### config.mk
export PLATFORM = sky130hd
export DESIGN_NAME = riscv_fetch_flat
export DESIGN_NICKNAME = d
export VERILOG_FILES = /design/src/rtl/riscv_fetch_if.sv /design/src/rtl/riscv_fetch.sv /design/src/flat_wrapper.sv
export SDC_FILE = /design/constraint.sdc
export NUM_CORES = 1
export LEC_CHECK = 0
export CAP_MARGIN = 0
export CORE_UTILIZATION = 40
export DETAILED_ROUTE_END_ITERATION = 8
export HOLD_SLACK_MARGIN = 0.1
export PLACE_DENSITY = 0.73
export RECOVER_POWER = 25
export SYNTH_ARGS = -nofsm -noshare
export SYNTH_HDL_FRONTEND = slang
export SYNTH_SLANG_ARGS = --single-unit
### constraint.sdc
create_clock -name clk -period 7.3 [get_ports clk]
set_clock_uncertainty 0.15 [all_clocks]
set_input_delay 1.46 -clock clk [delete_from_list [all_inputs] [get_ports clk]]
set_output_delay 1.46 -clock clk [all_outputs]
set_load 0.01 [all_outputs]
### src/rtl/riscv_fetch_if.sv
// Fetch-unit bus bundle: instruction-memory port, execute-stage redirect and
// the decode-side instruction handoff. 'master' is the fetch unit, 'slave'
// is its environment (memory + pipeline).
interface riscv_fetch_if;
  logic        imem_req;
  logic [31:0] imem_addr;
  logic        imem_ready;
  logic        imem_rvalid;
  logic [31:0] imem_rdata;
  logic        redirect_valid;
  logic [31:0] redirect_pc;
  logic        if_valid;
  logic        if_ready;
  logic [31:0] if_instr;
  logic [31:0] if_pc;
  logic        if_fault;

  modport master (
    output imem_req, imem_addr, if_valid, if_instr, if_pc, if_fault,
    input  imem_ready, imem_rvalid, imem_rdata, redirect_valid, redirect_pc, if_ready
  );

  modport slave (
    input  imem_req, imem_addr, if_valid, if_instr, if_pc, if_fault,
    output imem_ready, imem_rvalid, imem_rdata, redirect_valid, redirect_pc, if_ready
  );
endinterface

### src/rtl/riscv_fetch.sv
// riscv_fetch: single-outstanding instruction fetch unit with a DEPTH-entry
// {pc,instr} buffer toward decode and redirect/flush handling.
// Optional macro FETCH_MISALIGN_CHECK_EN: misaligned redirect targets raise a
// sticky if_fault that blocks fetching; otherwise the target's low bits are
// cleared.
module riscv_fetch #(
  parameter logic [31:0] RESET_PC = 32'h0000_0000,
  parameter int          DEPTH    = 2
) (
  input logic           clk,
  input logic           rst,
  riscv_fetch_if.master bus
);
  localparam int AW = $clog2(DEPTH);
  localparam logic [AW:0] FULL = (AW+1)'(DEPTH);

  typedef enum logic [1:0] {IDLE, WAIT, WAIT_DROP} state_t;

  typedef struct packed {
    logic [31:0] pc;
    logic [31:0] instr;
  } ibuf_ent_t;

  state_t      state, state_nx;
  logic [31:0] fetch_pc, req_pc;
  ibuf_ent_t   ibuf [DEPTH];
  logic [AW-1:0] rd_ptr, wr_ptr;
  logic [AW:0]   count;
  logic        req, push, pop, accept, fault;
  logic [31:0] redir_tgt;

`ifdef FETCH_MISALIGN_CHECK_EN
  assign redir_tgt = bus.redirect_pc;

  // Sticky fault: set by a misaligned redirect, cleared by an aligned one.
  always_ff @(posedge clk) begin
    if (rst)                     fault <= 1'b0;
    else if (bus.redirect_valid) fault <= |bus.redirect_pc[1:0];
  end
`else
  logic unused_redir_lo;
  assign unused_redir_lo = ^bus.redirect_pc[1:0];
  assign redir_tgt = {bus.redirect_pc[31:2], 2'b00};
  assign fault     = 1'b0;
`endif

  // Memory handshake and decode handoff; everything is quiet during reset.
  assign bus.imem_req  = req & ~rst;
  assign bus.imem_addr = fetch_pc;
  assign accept        = bus.imem_req & bus.imem_ready;
  assign bus.if_valid  = (count != '0) & ~rst;
  assign bus.if_instr  = ibuf[rd_ptr].instr;
  assign bus.if_pc     = ibuf[rd_ptr].pc;
  assign bus.if_fault  = fault;
  // A redirect flushes the buffer, so it also cancels the same-cycle pop.
  assign pop           = bus.if_valid & bus.if_ready & ~bus.redirect_valid;

  // FSM state register.
  always_ff @(posedge clk) begin
    if (rst) state <= IDLE;
    else     state <= state_nx;
  end

  // FSM next state, request enable and buffer push.
  always_comb begin
    state_nx = state;
    req      = 1'b0;
    push     = 1'b0;
    case (state)
      IDLE: begin
        req = (count < FULL) & ~bus.redirect_valid & ~fault;
        if (req && bus.imem_ready) state_nx = WAIT;
      end
      WAIT: begin
        // A response arriving with the redirect is consumed and dropped, so
        // there is nothing left to wait for; otherwise drop the late one.
        if (bus.redirect_valid)   state_nx = bus.imem_rvalid ? IDLE : WAIT_DROP;
        else if (bus.imem_rvalid) begin
          push     = 1'b1;
          state_nx = IDLE;
        end
      end
      WAIT_DROP: begin
        if (bus.imem_rvalid) state_nx = IDLE;
      end
      default: state_nx = IDLE;
    endcase
  end

  // Fetch pc, buffer pointers and occupancy; redirect overrides everything.
  always_ff @(posedge clk) begin
    if (rst) begin
      fetch_pc <= RESET_PC;
      req_pc   <= RESET_PC;
      rd_ptr   <= '0;
      wr_ptr   <= '0;
      count    <= '0;
    end else if (bus.redirect_valid) begin
      fetch_pc <= redir_tgt;
      rd_ptr   <= '0;
      wr_ptr   <= '0;
      count    <= '0;
    end else begin
      if (accept) begin
        req_pc   <= fetch_pc;
        fetch_pc <= fetch_pc + 32'd4;
      end
      if (push) wr_ptr <= wr_ptr + 1'b1;
      if (pop)  rd_ptr <= rd_ptr + 1'b1;
      case ({push, pop})
        2'b10:   count <= count + 1'b1;
        2'b01:   count <= count - 1'b1;
        default: count <= count;
      endcase
    end
  end

  // Buffer storage write.
  always_ff @(posedge clk) begin
    if (push && !rst) ibuf[wr_ptr] <= '{pc: req_pc, instr: bus.imem_rdata};
  end
endmodule

### src/flat_wrapper.sv
// flat-port wrapper written by rule: the top's interface ports become plain ports
module riscv_fetch_flat 
#(
  parameter logic [31:0] RESET_PC = 32'h0000_0000,
  parameter int          DEPTH    = 2
)
  (clk, rst, bus_imem_req, bus_imem_addr, bus_if_valid, bus_if_instr, bus_if_pc, bus_if_fault, bus_imem_ready, bus_imem_rvalid, bus_imem_rdata, bus_redirect_valid, bus_redirect_pc, bus_if_ready);
  riscv_fetch_if bus_i ();
  input logic clk;
  input logic rst;
  output wire logic [$bits(bus_i.imem_req)-1:0] bus_imem_req;
  output wire logic [$bits(bus_i.imem_addr)-1:0] bus_imem_addr;
  output wire logic [$bits(bus_i.if_valid)-1:0] bus_if_valid;
  output wire logic [$bits(bus_i.if_instr)-1:0] bus_if_instr;
  output wire logic [$bits(bus_i.if_pc)-1:0] bus_if_pc;
  output wire logic [$bits(bus_i.if_fault)-1:0] bus_if_fault;
  input wire logic [$bits(bus_i.imem_ready)-1:0] bus_imem_ready;
  input wire logic [$bits(bus_i.imem_rvalid)-1:0] bus_imem_rvalid;
  input wire logic [$bits(bus_i.imem_rdata)-1:0] bus_imem_rdata;
  input wire logic [$bits(bus_i.redirect_valid)-1:0] bus_redirect_valid;
  input wire logic [$bits(bus_i.redirect_pc)-1:0] bus_redirect_pc;
  input wire logic [$bits(bus_i.if_ready)-1:0] bus_if_ready;
  assign bus_imem_req = bus_i.imem_req;
  assign bus_imem_addr = bus_i.imem_addr;
  assign bus_if_valid = bus_i.if_valid;
  assign bus_if_instr = bus_i.if_instr;
  assign bus_if_pc = bus_i.if_pc;
  assign bus_if_fault = bus_i.if_fault;
  assign bus_i.imem_ready = bus_imem_ready;
  assign bus_i.imem_rvalid = bus_imem_rvalid;
  assign bus_i.imem_rdata = bus_imem_rdata;
  assign bus_i.redirect_valid = bus_redirect_valid;
  assign bus_i.redirect_pc = bus_redirect_pc;
  assign bus_i.if_ready = bus_if_ready;
  riscv_fetch #(.RESET_PC(RESET_PC), .DEPTH(DEPTH)) u_core (.clk(clk), .rst(rst), .bus(bus_i));
endmodule
==> metrics.cfg, run 1 <==
[sta]
timing_hold_violations_final = 0
setup_viol = 0
tightest_slew_ns = 0.977
post-route-period-util = 0.654
relSlewSlack = 0.348
hold_slack_ns = 0.304
post-route-min-period_ns = 4.77
drv_slew = 0
tns_ns = 0
max_freq_mhz = 210
rsz0062_at_grt = false

[floorplanning]
die_y_um = 142
core_mm2 = 0.0189
dieArea_mm2 = 0.0200
die_x_um = 142
initial_utilization = 0.412
rows = 50
ios = 169

[critical_path]
worstPathRequired_ns = 5.69
reg2regPathDepth = 6
setup.worst_path.start = bus_redirect_valid
r2r_start = u_core.state[0]
endpoint = bus_imem_req
path_max_fanout = 56
start_kind = input port
arrival_ns = 3.16
reg2reg_to = u_core.bus.imem_addr[5]
r2r_slack_ns = 4.46
critPathCaptureType = output pin
crit_type = input port to output pin

[cts]
root_buffer = clkbuf_16
cts.sinks = 191
cts_buffers = 17
ctsResizeCount = 0
clk_pin_slew_ns = 0.06
cts_setup_buffers = 0
insertion_delay_ns = 0.43
cts_tree = done
cts.htree.levels = 4
holdBufCountCts = 0
clockBufferDepth = 2

[cells_and_area]
final_cells = 1026
n_antenna_cell = 0
drive_gt1_frac = 0.153
fill_cells = 1657
area_growth_pct = 30.3
final_area_mm2 = 0.0101
layout.nets = 825

[placement]
dp_cells = 994
placed_cell_area_mm2 = 0.00959
hpwlAfterDp_um = 10800
place_congestion = 0.738
port_buffers = 161

[power_and_ir_drop]
irDropWorstVdd_mv = 0.172
power.density_mw_per_mm2 = 215
p_leak_nw = 3.51

[drt]
initialDrtViolationCount = 260
drc = 0
drtAntennaViolNets = 0
routed_wl_um = 17200
wl_per_cell_um = 16.8
via_per_inst = 5.09
routed-via-count = 5224
firstDrtPassIters = 4

[synth]
yosys.area.top_type_share = 0.478
yosys-top-cells-area = edfxtp_1, dfxtp_1, mux2_2
synth_common_cells = edfxtp_1, nand2_1, dfxtp_1, mux2_2, a21oi_1
seq_area_frac_synth = 0.650
synth_area_mm2 = 0.00779
async_flop_share = 0
avgSynthCellArea_um2 = 12.9
synth_edf_count = 124
yosysUniqueCellTypes = 51
synthFlopType = edfxtp_1
synth_most_common_cell = edfxtp_1
yosysWarnings = 0
syn_inst = 605
synth_area_leader_cell = edfxtp_1
ys_ff_latch = 191

[global_route]
grt_pass1_wl_um = 26500
antenna_found_initial = 0
grt_max_degree = 66
grt_pass1_vias = 4936
grt_usage = 0.174
grt_overflow_total = 0

[flow_run]
maxCapViolations = 0

[worst_hold_path]
hold_class = flip-flop to flip-flop

[outcome]
outcome = finished, final reports clean

## report_power, final
group | internal, mW | total, mW | switching (mW) | leakage (nW)
Sequential | 1.16 | 1.18 | 0.0226 | 1.70
Clock | 0.483 | 0.867 | 0.383 | 0.270
Combinational | 0.0722 | 0.131 | 0.0585 | 1.54
## layout make-up
cell class                      count  area [um^2]  area share
Sequential cell                   191         5070       0.499
Multi-Input combinational cell    373         2540       0.251
Timing Repair Buffer              166         1640       0.162
Clock buffer                       24          503      0.0496
Tap cell                          260          325      0.0321
Clock inverter                      8         53.8     0.00530
Inverter                            4         15.0     0.00148
## sequential cells by signal, indices dropped and copies added, names as in the netlist, named ones only
register,flops
u_core.ibuf,124
u_core.rd_ptr,1
u_core.count,2
u_core.wr_ptr,1
u_core.state,2
u_core.req_pc,30
u_core.bus.imem_addr,30
## layout by cell type (no fill, tap or decap), types with 3 or more instances in the layout
cell	instances
clkdlybuf4s50_1	138
edfxtp_1	124
nand2_1	80
mux2_2	67
dfxtp_1	66
a21oi_1	30
nor2_1	23
nand3b_1	22
dlygate4sd3_1	21
clkbuf_16	18
nand4_1	14
o21ai_0	12
a22oi_1	12
nor2b_1	11
xor2_1	10
o22ai_1	9
a31oi_1	9
nand3_1	8
nor3_1	8
nand2b_1	6
and3_1	6
conb_1	5
buf_4	5
inv_1	4
or2_2	3
and4_1	3
nor4_4	3
or3_1	3
clkbuf_8	3
clkbuf_1	3
## worst min-delay path by stage
stage	from	end	slack, ns	cells after the start
detailed placement	u_core.req_pc[2]	u_core.ibuf[1][34]	0.29	0
floorplan	u_core.req_pc[2]	u_core.ibuf[0][34]	0.28	0
global route	u_core.req_pc[18]	u_core.ibuf[1][50]	0.32	0
CTS	u_core.req_pc[2]	u_core.ibuf[1][34]	0.31	0
global placement	u_core.req_pc[18]	u_core.ibuf[0][50]	0.28	0
finish	u_core.req_pc[2]	u_core.ibuf[1][34]	0.30	0
## routing by layer
layer | GRT usage | vias up | part of all wire
met4 | 0.0792 | 0 | 0.028
li1 | - | 2519 | -
met5 | 0 | - | 0
met3 | 0.0456 | 30 | 0.060
met2 | 0.281 | 176 | 0.47
met1 | 0.220 | 2499 | 0.44
## cell families (layout without fill, tap and decap cells)
kind of cell,after synthesis,after routing,synth area share
adder cells (fa/ha/maj),2,2,0.00321
other,1,5,0.000481
flip-flops,191,191,0.650
AND/OR/NAND/NOR,206,206,0.146
buffers and inverters,45,202,0.0268
AO/OA/AOI/OAI,80,80,0.0615
multiplexers,68,68,0.0988
XOR/XNOR,12,12,0.0135
## critical path, stage by stage
cell and delay, ns:
buf_2 0.41, or4_4 0.62, nor2_1 0.12, clkdlybuf4s50_1 0.54
## per-stage QoR
step                total power [mW]  setup slack, ns   util
finish                          2.18             2.53  0.537
global route                    2.26             2.43  0.537
CTS                             2.21             2.51  0.537
global placement                1.34             2.49  0.508
floorplan                       1.26            0.193      -
detailed placement              1.34             2.52  0.508
(Power assumes the default switching activity.)
==> inputs of run 2 (changes only) <==
==> constraint.sdc (replaced) <==
create_clock -name clk -period 3.9 [get_ports clk]
set_clock_uncertainty 0.15 [all_clocks]
set_input_delay 0.78 -clock clk [delete_from_list [all_inputs] [get_ports clk]]
set_output_delay 0.78 -clock clk [all_outputs]
set_load 0.01 [all_outputs]
==> run 2 against run 1 <==
Against the previous run: sequential share of layout area down 1.0 points; global-route usage shrank 0.24 points; combinational power up 89%; core utilization up 1.1 points; critical endpoint is now bus_if_pc[8].
==> metrics.cfg, run 2 (synthesis results as in run 1) <==
[sta]
rsz0062_at_grt = false
setup_viol = 0  ; unchanged
post-route-min-period_ns = 3.12
max_freq_mhz = 320
drv_slew = 0  ; unchanged
tightest_slew_ns = 0.838  ; -0.139 ns
hold_slack_ns = 0.306  ; +0.00114 ns
relSlewSlack = 0.437  ; +0.0885
post-route-period-util = 0.801
timing_hold_violations_final = 0  ; unchanged

[floorplanning]
ios = 169  ; unchanged
die_y_um = 142  ; unchanged
core_mm2 = 0.0189  ; unchanged
rows = 50  ; unchanged
dieArea_mm2 = 0.0200  ; unchanged
die_x_um = 142  ; unchanged
initial_utilization = 0.412  ; unchanged

[critical_path]
critPathCaptureType = output pin
path_max_fanout = 53  ; -5.4%
start_kind = flip-flop
arrival_ns = 2.19  ; -0.97 ns
path_cells = buf_12 -> mux2_2 -> clkdlybuf4s50_1
cpPeakStageDelay_ns = 0.53  ; -0.09 ns
reg2regPathDepth = 6  ; unchanged
r2r_slack_ns = 1.44  ; -3.02 ns
slowest_stage = clkdlybuf4s50_1
r2r_start = u_core.state[0]
worstPathRequired_ns = 2.97  ; -2.72 ns
reg2reg_to = u_core.bus.imem_addr[7]
crit_type = flip-flop to output pin

[cts]
cts_tree = done
clockBufferDepth = 2  ; unchanged
clk_pin_slew_ns = 0.07  ; about the same
insertion_delay_ns = 0.42  ; about the same
cts.sinks = 191  ; unchanged
cts.htree.levels = 4  ; unchanged
holdBufCountCts = 0  ; unchanged
ctsResizeCount = 0  ; unchanged
root_buffer = clkbuf_16
cts_buffers = 17  ; unchanged
cts_setup_buffers = 0  ; unchanged

[drt]
firstDrtPassIters = 5  ; +1
drtAntennaViolNets = 0  ; unchanged
initialDrtViolationCount = 325  ; +25%
drc = 0  ; unchanged
wl_per_cell_um = 16.4  ; -2.4%
routed_wl_um = 17000  ; -1.6%
routed-via-count = 5220  ; -0.077%
via_per_inst = 5.05  ; -0.85%

[worst_hold_path]
hold_class = flip-flop to flip-flop
hold_depth = 0  ; unchanged
hp-start = u_core.req_pc[27]
hold_end = u_core.ibuf[1][59]

[cells_and_area]
regMostFlops = u_core.ibuf
largest_register_ffs = 124  ; unchanged
final_area_mm2 = 0.0103  ; +2.0%
drive_gt1_frac = 0.165  ; +0.0126
area_growth_pct = 32.9
layout.nets = 833  ; +0.97%
n_antenna_cell = 0  ; unchanged
final_common_cell = clkdlybuf4s50_1
final_cell_mix = clkdlybuf4s50_1, edfxtp_1, nand2_1

[placement]
placed_cell_area_mm2 = 0.00975  ; +1.6%
port_buffers = 161  ; unchanged
place_congestion = 0.802  ; +8.7%
hpwlAfterDp_um = 11300  ; +4.7%

[power_and_ir_drop]
p_leak_nw = 3.60  ; +2.7%
finalPower_mw = 4.21  ; +93%
power.density_mw_per_mm2 = 406  ; +89%
irDropWorstVdd_mv = 0.317  ; +84%

[flow_run]
maxCapViolations = 0  ; unchanged

[global_route]
grt_pass1_vias = 4946  ; +0.20%
grt_pass1_wl_um = 26200  ; -1.1%
antenna_found_initial = 0  ; unchanged
grt_max_degree = 64  ; -3.0%
grt_overflow_total = 0  ; unchanged
grt_usage = 0.172  ; -0.00240

[outcome]
outcome = finished, final reports clean

## run 2: power breakdown
group	switching [mW]	total, mW	internal [mW]
sequential	0.0418	2.22	2.17
clock	0.775	1.74	0.968
combinational	0.110	0.248	0.138
## run 2: how the worst max path moves through the flow
| stage | depth (start not counted) | end | from |
|---|---|---|---|
| CTS | 3 | bus_if_pc[8] | flip-flop |
| detailed placement | 4 | bus_imem_req | rst |
| floorplan | 4 | u_core.ibuf[0][0] | rst |
| global placement | 4 | bus_imem_req | rst |
| finish | 3 | bus_if_pc[8] | flip-flop |
| global route | 3 | bus_if_pc[4] | flip-flop |
## run 2: worst max-delay path, delay by kind of cell, from the launching register on
kind                   cells  cell delay [ns]
DFF                        1             0.51
buffers and inverters      2             0.86
muxes                      1             0.38
## run 2: area by class of cell
type	instances	area, um^2
sequential	191	5070
timing repair buffer	174	1790
clock buffer	17	425
inverter	4	15.0
multi-input combinational	373	2560
fill	1649	8540
clock inverter	15	175
tap	260	325
## run 2: routing by layer
| layer | share of wire | GRT usage | vias to the layer above | wire (um) |
|---|---|---|---|---|
| met5 | 0 | 0 | - | 0 |
| met1 | 0.43 | 0.218 | 2528 | 7340 |
| met3 | 0.058 | 0.0462 | 20 | 986 |
| li1 | - | - | 2525 | - |
| met2 | 0.49 | 0.282 | 147 | 8340 |
| met4 | 0.017 | 0.0606 | 0 | 284 |
## run 2: stage by stage
stage	TNS (ns)	setup WS, ns	cells	utilization
after CTS	0	0.733	1034	0.548
after global placement	0	0.882	1002	0.516
after global routing	0	0.685	1034	0.548
after floorplan	-73.96	-0.596	609	-
final	0	0.777	1034	0.548
after detailed placement	0	0.883	1002	0.516
